### src/rtl/div_param_if.sv
// Request/result bundle between the issuing execute stage (master) and div_param (slave).
interface div_param_if #(
    parameter int unsigned WIDTH = 32
);
    logic             signed_div_i;
    logic [WIDTH-1:0] opdata1_i;
    logic [WIDTH-1:0] opdata2_i;
    logic             start_i;
    logic             annul_i;
    logic [WIDTH-1:0] quotient_o;
    logic [WIDTH-1:0] remainder_o;
    logic             ready_o;
    logic             div_by_zero_o;
    logic             busy;

    modport master (
        output signed_div_i, opdata1_i, opdata2_i, start_i, annul_i,
        input  quotient_o, remainder_o, ready_o, div_by_zero_o, busy
    );

    modport slave (
        input  signed_div_i, opdata1_i, opdata2_i, start_i, annul_i,
        output quotient_o, remainder_o, ready_o, div_by_zero_o, busy
    );
endinterface

### src/rtl/div_param.sv
// Multi-cycle restoring divider, one quotient bit per cycle, signed/unsigned, div-by-zero result.
// Define DIV_EARLY_OUT_EN to skip the dividend's leading zeros (shorter latency, same results).
module div_param #(
    parameter int unsigned WIDTH = 32
) (
    input  logic        clk,
    input  logic        rst,
    div_param_if.slave  bus
);
    localparam int unsigned CNT_W = $clog2(WIDTH + 1);

    typedef enum logic [1:0] {S_FREE, S_BYZERO, S_ON, S_END} state_t;

    state_t           r_state,   w_state;
    logic [CNT_W-1:0] r_cnt,     w_cnt;
    logic [WIDTH-1:0] r_dq,      w_dq;
    logic [WIDTH-1:0] r_divisor, w_divisor;
    logic [WIDTH-1:0] r_rem,     w_rem;
    logic             r_neg_q,   w_neg_q;
    logic             r_neg_r,   w_neg_r;
    logic [WIDTH-1:0] r_quot,    w_quot;
    logic [WIDTH-1:0] r_remd,    w_remd;
    logic             r_ready,   w_ready;
    logic             r_dbz,     w_dbz;

    logic             w_op1_neg;
    logic             w_op2_neg;
    logic [WIDTH-1:0] w_abs1;
    logic [WIDTH-1:0] w_abs2;
    logic [CNT_W-1:0] w_lz;
    logic [WIDTH-1:0] w_dq_init;
    logic [WIDTH+1:0] w_trial;
    logic             w_borrow;
    logic [WIDTH-1:0] w_q_fix;
    logic [WIDTH-1:0] w_r_fix;

    assign w_op1_neg = bus.signed_div_i & bus.opdata1_i[WIDTH-1];
    assign w_op2_neg = bus.signed_div_i & bus.opdata2_i[WIDTH-1];
    assign w_abs1    = w_op1_neg ? (~bus.opdata1_i + WIDTH'(1)) : bus.opdata1_i;
    assign w_abs2    = w_op2_neg ? (~bus.opdata2_i + WIDTH'(1)) : bus.opdata2_i;

`ifdef DIV_EARLY_OUT_EN
    // Leading-zero count of |op1|; the highest set bit wins because it is visited last.
    always_comb begin
        w_lz = CNT_W'(WIDTH);
        for (int unsigned i = 0; i < WIDTH; i++) begin
            if (w_abs1[i]) w_lz = CNT_W'(WIDTH - 1 - i);
        end
    end
    assign w_dq_init = w_abs1 << w_lz;
`else
    assign w_lz      = '0;
    assign w_dq_init = w_abs1;
`endif

    // Extra top bit of the trial acts as the borrow out of the (WIDTH+1)-bit subtraction.
    assign w_trial  = {1'b0, r_rem, r_dq[WIDTH-1]} - {2'b00, r_divisor};
    assign w_borrow = w_trial[WIDTH+1];
    assign w_q_fix  = r_neg_q ? (~r_dq  + WIDTH'(1)) : r_dq;
    assign w_r_fix  = r_neg_r ? (~r_rem + WIDTH'(1)) : r_rem;

    always_ff @(posedge clk or posedge rst) begin
        if (rst) begin
            r_state   <= S_FREE;
            r_cnt     <= '0;
            r_dq      <= '0;
            r_divisor <= '0;
            r_rem     <= '0;
            r_neg_q   <= 1'b0;
            r_neg_r   <= 1'b0;
            r_quot    <= '0;
            r_remd    <= '0;
            r_ready   <= 1'b0;
            r_dbz     <= 1'b0;
        end else begin
            r_state   <= w_state;
            r_cnt     <= w_cnt;
            r_dq      <= w_dq;
            r_divisor <= w_divisor;
            r_rem     <= w_rem;
            r_neg_q   <= w_neg_q;
            r_neg_r   <= w_neg_r;
            r_quot    <= w_quot;
            r_remd    <= w_remd;
            r_ready   <= w_ready;
            r_dbz     <= w_dbz;
        end
    end

    always_comb begin
        w_state   = r_state;
        w_cnt     = r_cnt;
        w_dq      = r_dq;
        w_divisor = r_divisor;
        w_rem     = r_rem;
        w_neg_q   = r_neg_q;
        w_neg_r   = r_neg_r;
        w_quot    = r_quot;
        w_remd    = r_remd;
        w_ready   = r_ready;
        w_dbz     = r_dbz;

        case (r_state)
            S_FREE: begin
                if (bus.start_i && !bus.annul_i) begin
                    if (bus.opdata2_i == '0) begin
                        w_state = S_BYZERO;
                    end else begin
                        w_divisor = w_abs2;
                        w_dq      = w_dq_init;
                        w_rem     = '0;
                        w_cnt     = w_lz;
                        w_neg_q   = bus.signed_div_i & (bus.opdata1_i[WIDTH-1] ^ bus.opdata2_i[WIDTH-1]);
                        w_neg_r   = w_op1_neg;
                        w_state   = S_ON;
                    end
                end
            end
            S_BYZERO: begin
                if (bus.annul_i) begin
                    w_state = S_FREE;
                end else begin
                    w_quot  = '1;
                    w_remd  = bus.opdata1_i;
                    w_ready = 1'b1;
                    w_dbz   = 1'b1;
                    w_state = S_END;
                end
            end
            S_ON: begin
                if (bus.annul_i) begin
                    w_state = S_FREE;
                end else if (r_cnt == CNT_W'(WIDTH)) begin
                    w_quot  = w_q_fix;
                    w_remd  = w_r_fix;
                    w_ready = 1'b1;
                    w_state = S_END;
                end else begin
                    w_rem = w_borrow ? {r_rem[WIDTH-2:0], r_dq[WIDTH-1]} : WIDTH'(w_trial);
                    w_dq  = {r_dq[WIDTH-2:0], ~w_borrow};
                    w_cnt = r_cnt + CNT_W'(1);
                end
            end
            S_END: begin
                if (!bus.start_i) begin
                    w_ready = 1'b0;
                    w_dbz   = 1'b0;
                    w_state = S_FREE;
                end
            end
            default: w_state = S_FREE;
        endcase
    end

    assign bus.quotient_o    = r_quot;
    assign bus.remainder_o   = r_remd;
    assign bus.ready_o       = r_ready;
    assign bus.div_by_zero_o = r_dbz;
    assign bus.busy          = bus.start_i & ~r_ready;
endmodule
### src/flat_wrapper.sv
// flat-port wrapper written by rule: the top's interface ports become plain ports
module div_param_flat 
#(
    parameter int unsigned WIDTH = 32
)
  (clk, rst, bus_signed_div_i, bus_opdata1_i, bus_opdata2_i, bus_start_i, bus_annul_i, bus_quotient_o, bus_remainder_o, bus_ready_o, bus_div_by_zero_o, bus_busy);
  div_param_if #(.WIDTH(WIDTH)) bus_i ();
  input  logic clk;
  input  logic rst;
  input wire logic [$bits(bus_i.signed_div_i)-1:0] bus_signed_div_i;
  input wire logic [$bits(bus_i.opdata1_i)-1:0] bus_opdata1_i;
  input wire logic [$bits(bus_i.opdata2_i)-1:0] bus_opdata2_i;
  input wire logic [$bits(bus_i.start_i)-1:0] bus_start_i;
  input wire logic [$bits(bus_i.annul_i)-1:0] bus_annul_i;
  output wire logic [$bits(bus_i.quotient_o)-1:0] bus_quotient_o;
  output wire logic [$bits(bus_i.remainder_o)-1:0] bus_remainder_o;
  output wire logic [$bits(bus_i.ready_o)-1:0] bus_ready_o;
  output wire logic [$bits(bus_i.div_by_zero_o)-1:0] bus_div_by_zero_o;
  output wire logic [$bits(bus_i.busy)-1:0] bus_busy;
  assign bus_i.signed_div_i = bus_signed_div_i;
  assign bus_i.opdata1_i = bus_opdata1_i;
  assign bus_i.opdata2_i = bus_opdata2_i;
  assign bus_i.start_i = bus_start_i;
  assign bus_i.annul_i = bus_annul_i;
  assign bus_quotient_o = bus_i.quotient_o;
  assign bus_remainder_o = bus_i.remainder_o;
  assign bus_ready_o = bus_i.ready_o;
  assign bus_div_by_zero_o = bus_i.div_by_zero_o;
  assign bus_busy = bus_i.busy;
  div_param #(.WIDTH(WIDTH)) u_core (.clk(clk), .rst(rst), .bus(bus_i));
endmodule
### config.mk
export PLATFORM = sky130hd
export DESIGN_NAME = div_param_flat
export DESIGN_NICKNAME = d
export VERILOG_FILES = /design/src/rtl/div_param_if.sv /design/src/rtl/div_param.sv /design/src/flat_wrapper.sv
export SDC_FILE = /design/constraint.sdc
export NUM_CORES = 1
export LEC_CHECK = 0
export ABC_AREA = 1
export CAP_MARGIN = 30
export CORE_ASPECT_RATIO = 1.4
export CORE_MARGIN = 1
export CORE_UTILIZATION = 45
export CTS_BUF_LIST = sky130_fd_sc_hd__clkbuf_8
export CTS_CLUSTER_SIZE = 40
export DETAILED_ROUTE_END_ITERATION = 8
export GPL_ROUTABILITY_DRIVEN = 0
export PLACE_DENSITY = 0.65
export SYNTH_ARGS = -nofsm -noshare
export SYNTH_HDL_FRONTEND = slang
export SYNTH_SLANG_ARGS = --single-unit
### constraint.sdc
create_clock -name clk -period 9.2 [get_ports clk]
set_input_delay 1.38 -clock clk [delete_from_list [all_inputs] [get_ports clk]]
set_output_delay 1.38 -clock clk [all_outputs]
set_load 0.005 [all_outputs]
==> results.md, run 1 <==
* Outcome: completed
* Reg2reg path depth at 13
* H-tree Lvls at 4
* Gr usage total at between 20% and 30%
* Via count at about 14000
* WL final at between 30 and 40 mm
* CTS root buffer: clkbuf_8
* Worst Setup End Kind: output port
* Sequential share of the synthesized area at 31.39%
* Main flop type after synthesis: dfrtp_1
* Critical path startpoint: bus_start_i
* Final hold viol count at 0
* RSZ-0062 raised after global routing: no
* Die W at ~150 um
* Synth Instances at 2124
* CP required at just under 8 ns
* Synthesized area per cell at 6.456 um2
* Post-synthesis cell type count at 56
* Hold Path Origin: u_core.bus.remainder_o[1]$_DFFE_PP0P_
* Top cells by area, synth: dfrtp_1 31%, nand2_1 18%, nand3_1 9.1%
* Startpoint type of the worst setup path: input pin
* Number of remaining DRC errors at 0
* CORE AREA at 29940 um2
* Full die area at 31180 um2
* Worst-Margin Slew at 0.9078 ns
* Critical path peak fanout at 3
* F_max at 256.2 MHz
* Post-Syn Area at 13710 um2
* Final TNS setup at 0 ns
* Synth area leader: dfrtp_1
* Fraction of registers with async set/reset at 100.0%
* Power Dens Cells at between 300 and 400 nW/um2
* Initial Util at 45.81%
* DR vias/cell at 5.224
* FP Rows at 75
* CTS tree: built
* Clk sinks at 172
* Power, Total at 5.862 mW
* Setup Buffers After CTS at 0
* Later-pin clock latency in the skew report at 0.49 ns
* Share of cells above drive strength 1 at 4.843%
* Max_slew headroom at 39.39%
* Area grow syn2layout at 14.69%
* Die height at 208.5 um
* Final ANT Viol Nets at 0
* Max-slew violation count at 0
* CTS clock-pin slew for the worst setup and hold paths at about 0.09 ns
* Reg area at 4304 um2
* I/O Buffers at 135
* CP Class: input pin to output port
* Synth Net Count at approximately 2200
* Arr. time, crit path at 2.52 ns
* Post-CTS Resized at 0
* Initial drt markers at 692
* Yosys top cell area share at 31.39%
* Wire length per cell at 15.07 um
* Final Cell Area at between 15000 and 20000 um2
* Cts bufs inserted at 17
* # IOs at 136
* EDFF count, synth at 0
* Synth warn at 0
* Dpl cell area at 15230 um2
* Antenna Cells at 0
* R2R Path End: u_core.r_rem[1]$_DFFE_PP0P_
* Final period util at 42.42%
* Post-CTS Hold Buffers at 0
* Fin nets at 2330
* Flops & latches, synth at 172
* Filler cells at 3066
* Setup Viol. Count Final at 0
* Area occupied by multi-input gates at 7873 um2
* Tmin final at 3.903 ns
* DP HPWL at about 31 mm
* RR Startpoint: u_core.r_rem[15]$_DFFE_PP0P_
* Clock Path Buffers at 2
* CP endpoint: bus_busy
* Initial antenna violation count at 0
* Worst Hold Class: flop to flop
* Drt pass-1 iters at 5
* Largest net degree at the start of global routing at 107
* LEAKAGE at 7.874 nW
* Vias in the first global route at 13060
* Clk_skew at ~0.013 ns
* Maximum vdd drop at about 170 uV
* GR Overflow Total at 0
* R2R Setup Slk at approximately 6 ns
* Max cap viols at 0
* First-pass GRT wire length at 64.52 mm
critical path, cell delays in order:
cell,delay (ns)
clkdlybuf4s50_1,0.49
inv_1,0.07
nor2_1,0.09
clkdlybuf4s50_1,0.50
worst min path at each step:
stage | slack, ns | to | cells after the start
CTS | 0.49 | u_core.bus.remainder_o[6]$_DFFE_PP0P_ | 2
floorplan | 0.45 | u_core.r_divisor[30]$_DFFE_PP0P_ | 2
global placement | 0.46 | u_core.bus.remainder_o[1]$_DFFE_PP0P_ | 2
global route | 0.50 | u_core.r_divisor[16]$_DFFE_PP0P_ | 2
detailed placement | 0.47 | u_core.bus.remainder_o[13]$_DFFE_PP0P_ | 2
finish | 0.48 | u_core.bus.remainder_o[1]$_DFFE_PP0P_ | 2
power breakdown:
part | internal (mW) | switching (mW) | total (mW)
combinational | 1.43 | 2.39 | 3.82
sequential | 1.11 | 0.313 | 1.43
clock | 0.326 | 0.289 | 0.616
through the flow:
stage          hold slack [ns]  instances  util, %  setup slack (ns)
3_3_place_gp            0.4559       2581    50.84             4.809
4_1_cts                 0.4910       2613    52.38             5.270
6_report                0.4833       2615    52.54             5.297
5_1_grt                 0.5020       2615    52.54             5.111
2_1_floorplan           0.4491       2124        -             3.160
3_5_place_dp            0.4686       2582    50.88             4.741
layout by cell type, fill, tap and decap left out, types with 19 or more instances in the layout:
| cell | instances |
|---|---|
| a21oi_1 | 68 |
| clkdlybuf4s50_1 | 135 |
| dfrtp_1 | 172 |
| ha_1 | 41 |
| inv_1 | 298 |
| nand2_1 | 660 |
| nand3_1 | 249 |
| nor2_1 | 176 |
| nor3_1 | 34 |
| o21ai_0 | 126 |
| xnor2_1 | 19 |
| xor2_1 | 42 |
cell usage after synthesis (all sizes together) (6+ instances only):
master and instances:
nand3b 7, nor3 38, a21oi 70, inv 304, nand4 19, nor2 183, o21ai 143, a2bb2oi 7
xor2 42, buf 41, nand3 259, o221ai 11, o211ai 6, ha 42, or2 17, nand2 665
dfrtp 172, xnor2 19, clkbuf 30, o21a 9
state kept, by name, summed over array words and instances (netlist names):
signal / flops
u_core.bus.div_by_zero_o: 1
u_core.r_state: 2
u_core.r_rem: 32
u_core.bus.quotient_o: 32
u_core.bus.ready_o: 1
u_core.r_neg_q: 1
u_core.r_dq: 32
u_core.bus.remainder_o: 32
u_core.r_divisor: 32
u_core.r_cnt: 6
u_core.r_neg_r: 1
logic make-up (layout without fill, tap and decap cells):
| logic type | Yosys count | count (layout) | synth area share [%] |
|---|---|---|---|
| XOR/XNOR | 61 | 61 | 3.896 |
| AO/OA/AOI/OAI | 276 | 276 | 11.87 |
| adder cells (fa/ha/maj) | 43 | 43 | 3.978 |
| buffers and inverters | 376 | 482 | 11.27 |
| flip-flops | 172 | 172 | 31.39 |
| AND/OR/NAND/NOR | 1196 | 1196 | 37.59 |
per-layer routing:
layer | wire length (um) | global-route usage [%] | up-vias
li1 | - | - | 7002
met1 | 16180 | 31.46 | 6202
met2 | 20130 | 47.37 | 385
met3 | 1743 | 2.785 | 71
met4 | 1346 | 10.73 | 0
met5 | 0 | 0 | -
layout make-up:
| class | instances | area share [%] |
|---|---|---|
| multi-input combinational | 1576 | 50.06 |
| sequential | 172 | 27.37 |
| timing repair buffer | 146 | 9.348 |
| inverter | 305 | 7.312 |
| tap | 385 | 3.063 |
| clock buffer | 18 | 1.575 |
| clock inverter | 13 | 1.273 |
Power figures use the tool's default switching activity.
==> run 2: changes to the inputs <==
Settings changed: PLACE_DENSITY 0.65 to 0.68.
Clock period 9.2 ns to 3.5 ns, I/O delays scaled along.
==> results.md, run 2 (synthesis gave the netlist of run 1 again) <==
* Initial antenna violation count at 0
* Area grow syn2layout at 15.68%
* CP Cell Sequence: clkdlybuf4s50_1, inv_1, ha_1, nand2_1, nor2_4, nand2_4, nor2_8, nand3_1, nand2_1, nor2_2, inv_2, nand2_1, o21ai_0
* Critical Path Stages at 13
* RSZ-0062 raised after global routing: no
* Die height at around 210 um
* CTS root buffer: clkbuf_8
* Power Dens Cells at about 980 nW/um2
* LEAKAGE at 7.937 nW
* Power, Total at 15.53 mW
* Post-CTS Resized at 0
* First-pass GRT wire length at 65.08 mm
* Most common cell after layout, fill and taps aside: nand2_1
* Worst-Margin Slew at 0.7878 ns
* Clk sinks at 172
* Top Family by Delay on Critical Path: simple AND/OR/NAND/NOR gates
* Max_slew headroom at 47.42%
* Maximum vdd drop at 582.4 uV
* Drt pass-1 iters at 6
* Full die area at 31180 um2
* Die W at 149.5 um
* Cts bufs inserted at 17
* CTS tree: built
* DR vias/cell at 5.276
* CORE AREA at between 20000 and 30000 um2
* Reg2reg path depth at 16
* Max-slew violation count at 0
* Setup Viol. Count Final at 0
* Buf+Inv Stages, Crit Path at 3
* Arr. time, crit path at 3.14 ns
* Worst path slowest cell: nor2_2
* Worst Setup End Kind: flop
* Final ANT Viol Nets at 0
* Most common cell on crit path: nand2_1
* WL final at 40.11 mm
* Antenna Cells at 0
* Outcome: completed
* Later-pin clock latency in the skew report at 0.52 ns
* Filler cells at 3005
* Clk_skew at 0.01027 ns
* CTS clock-pin slew for the worst setup and hold paths at 0.10 ns
* # IOs at 136
* DP Worst Slack at 0.1606 ns
* Tmin final at 2.770 ns
* Fin nets at 2348
* Max cap viols at 0
* Gr usage total at 26.65%
* Startpoint type of the worst setup path: input pin
* Most frequent cells in the layout: 660 x nand2_1, 298 x inv_1, 249 x nand3_1
* CP required at 3.87 ns
* Vias in the first global route at 13420
* Final TNS setup at 0 ns
* Critical path startpoint: bus_opdata2_i[0]
* GR Overflow Total at 0
* Initial Util at 45.81%
* Final period util at around four fifths
* Final hold viol count at 0
* Share of cells above drive strength 1 at 5.647%
* FP Rows at 75
* Post-CTS Hold Buffers at 0
* Number of remaining DRC errors at 0
* Setup Buffers After CTS at 0
* CP Class: input pin to flop
* RR Startpoint: u_core.r_dq[31]$_DFFE_PP0P_
* CP peak stage delay at 0.58 ns
* F_max at 361.0 MHz
* Largest net degree at the start of global routing at 79
* Post-layout worst setup margin at 0.7300 ns
* Wire length per cell at 15.23 um
* H-tree Lvls at 4
* I/O Buffers at 135
* Clock Path Buffers at 2
* Critical path peak fanout at 49
* Worst Hold Class: input pin to async pin
* Via count at roughly 14000
* DP HPWL at 31.72 mm
* Initial drt markers at 699
==> run 2: cell count changes in the layout (fill, tap and decap cells not counted), sizes merged <==
cell      previous run  this run
clkinv               5         2
clkinvlp             2         7
bufinv               5         3
clkbuf              18        17
inv                306       308
buf                 11        29
==> run 2: routing by layer <==
layer	wire, um	global-route usage (%)	vias up
li1	-	-	7040
met1	16260	30.21	6353
met2	20420	47.78	409
met3	1692	3.311	96
met4	1744	14.32	0
met5	0	0	-
==> run 2: cell type report <==
type	instances	area (um2)	share of cell area, %
flip-flops and latches	172	4304	27.14
multi-input cells	1576	7873	49.63
well taps	385	481.7	3.037
inverters	305	1149	7.241
clock inverters	15	173.9	1.096
repair buffers	164	1647	10.38
clock buffers	17	234.0	1.475
==> run 2: path summary, 6_finish.rpt <==
check	to	slack (ns)
max in group asynchronous	u_core.r_divisor[31]$_DFFE_PP0P_	2.36
min	u_core.bus.remainder_o[2]$_DFFE_PP0P_	0.42
max	u_core.r_divisor[11]$_DFFE_PP0P_	0.73
min in group clk	u_core.bus.remainder_o[1]$_DFFE_PP0P_	0.49
max reg2reg	u_core.r_rem[30]$_DFFE_PP0P_	0.88
min reg2reg	u_core.bus.remainder_o[1]$_DFFE_PP0P_	0.49
==> run 2: power breakdown <==
| group | switching (mW) | internal (mW) |
|---|---|---|
| Clock | 0.796 | 0.702 |
| Sequential | 0.842 | 2.93 |
| Combinational | 6.36 | 3.90 |
| Total | 8.00 | 7.53 |
==> run 2: worst register-to-register path, delay by kind of cell (launching register included) <==
family / cells / cell delay, ns
adders and majority gates: 2 / 0.63
DFF: 1 / 0.42
buffers and inverters: 2 / 0.28
and+or+nand+nor: 12 / 1.21
==> run 2: per-stage QoR <==
step	utilization, %	cell area [um2]	cells	hold slack [ns]
after floorplan	-	13720	2124	0.4491
after global placement	51.48	15410	2600	0.4626
after detailed placement	51.53	15430	2601	0.4696
after CTS	52.89	15830	2633	0.4193
after global routing	52.99	15860	2634	0.4620
final	52.99	15860	2634	0.4216
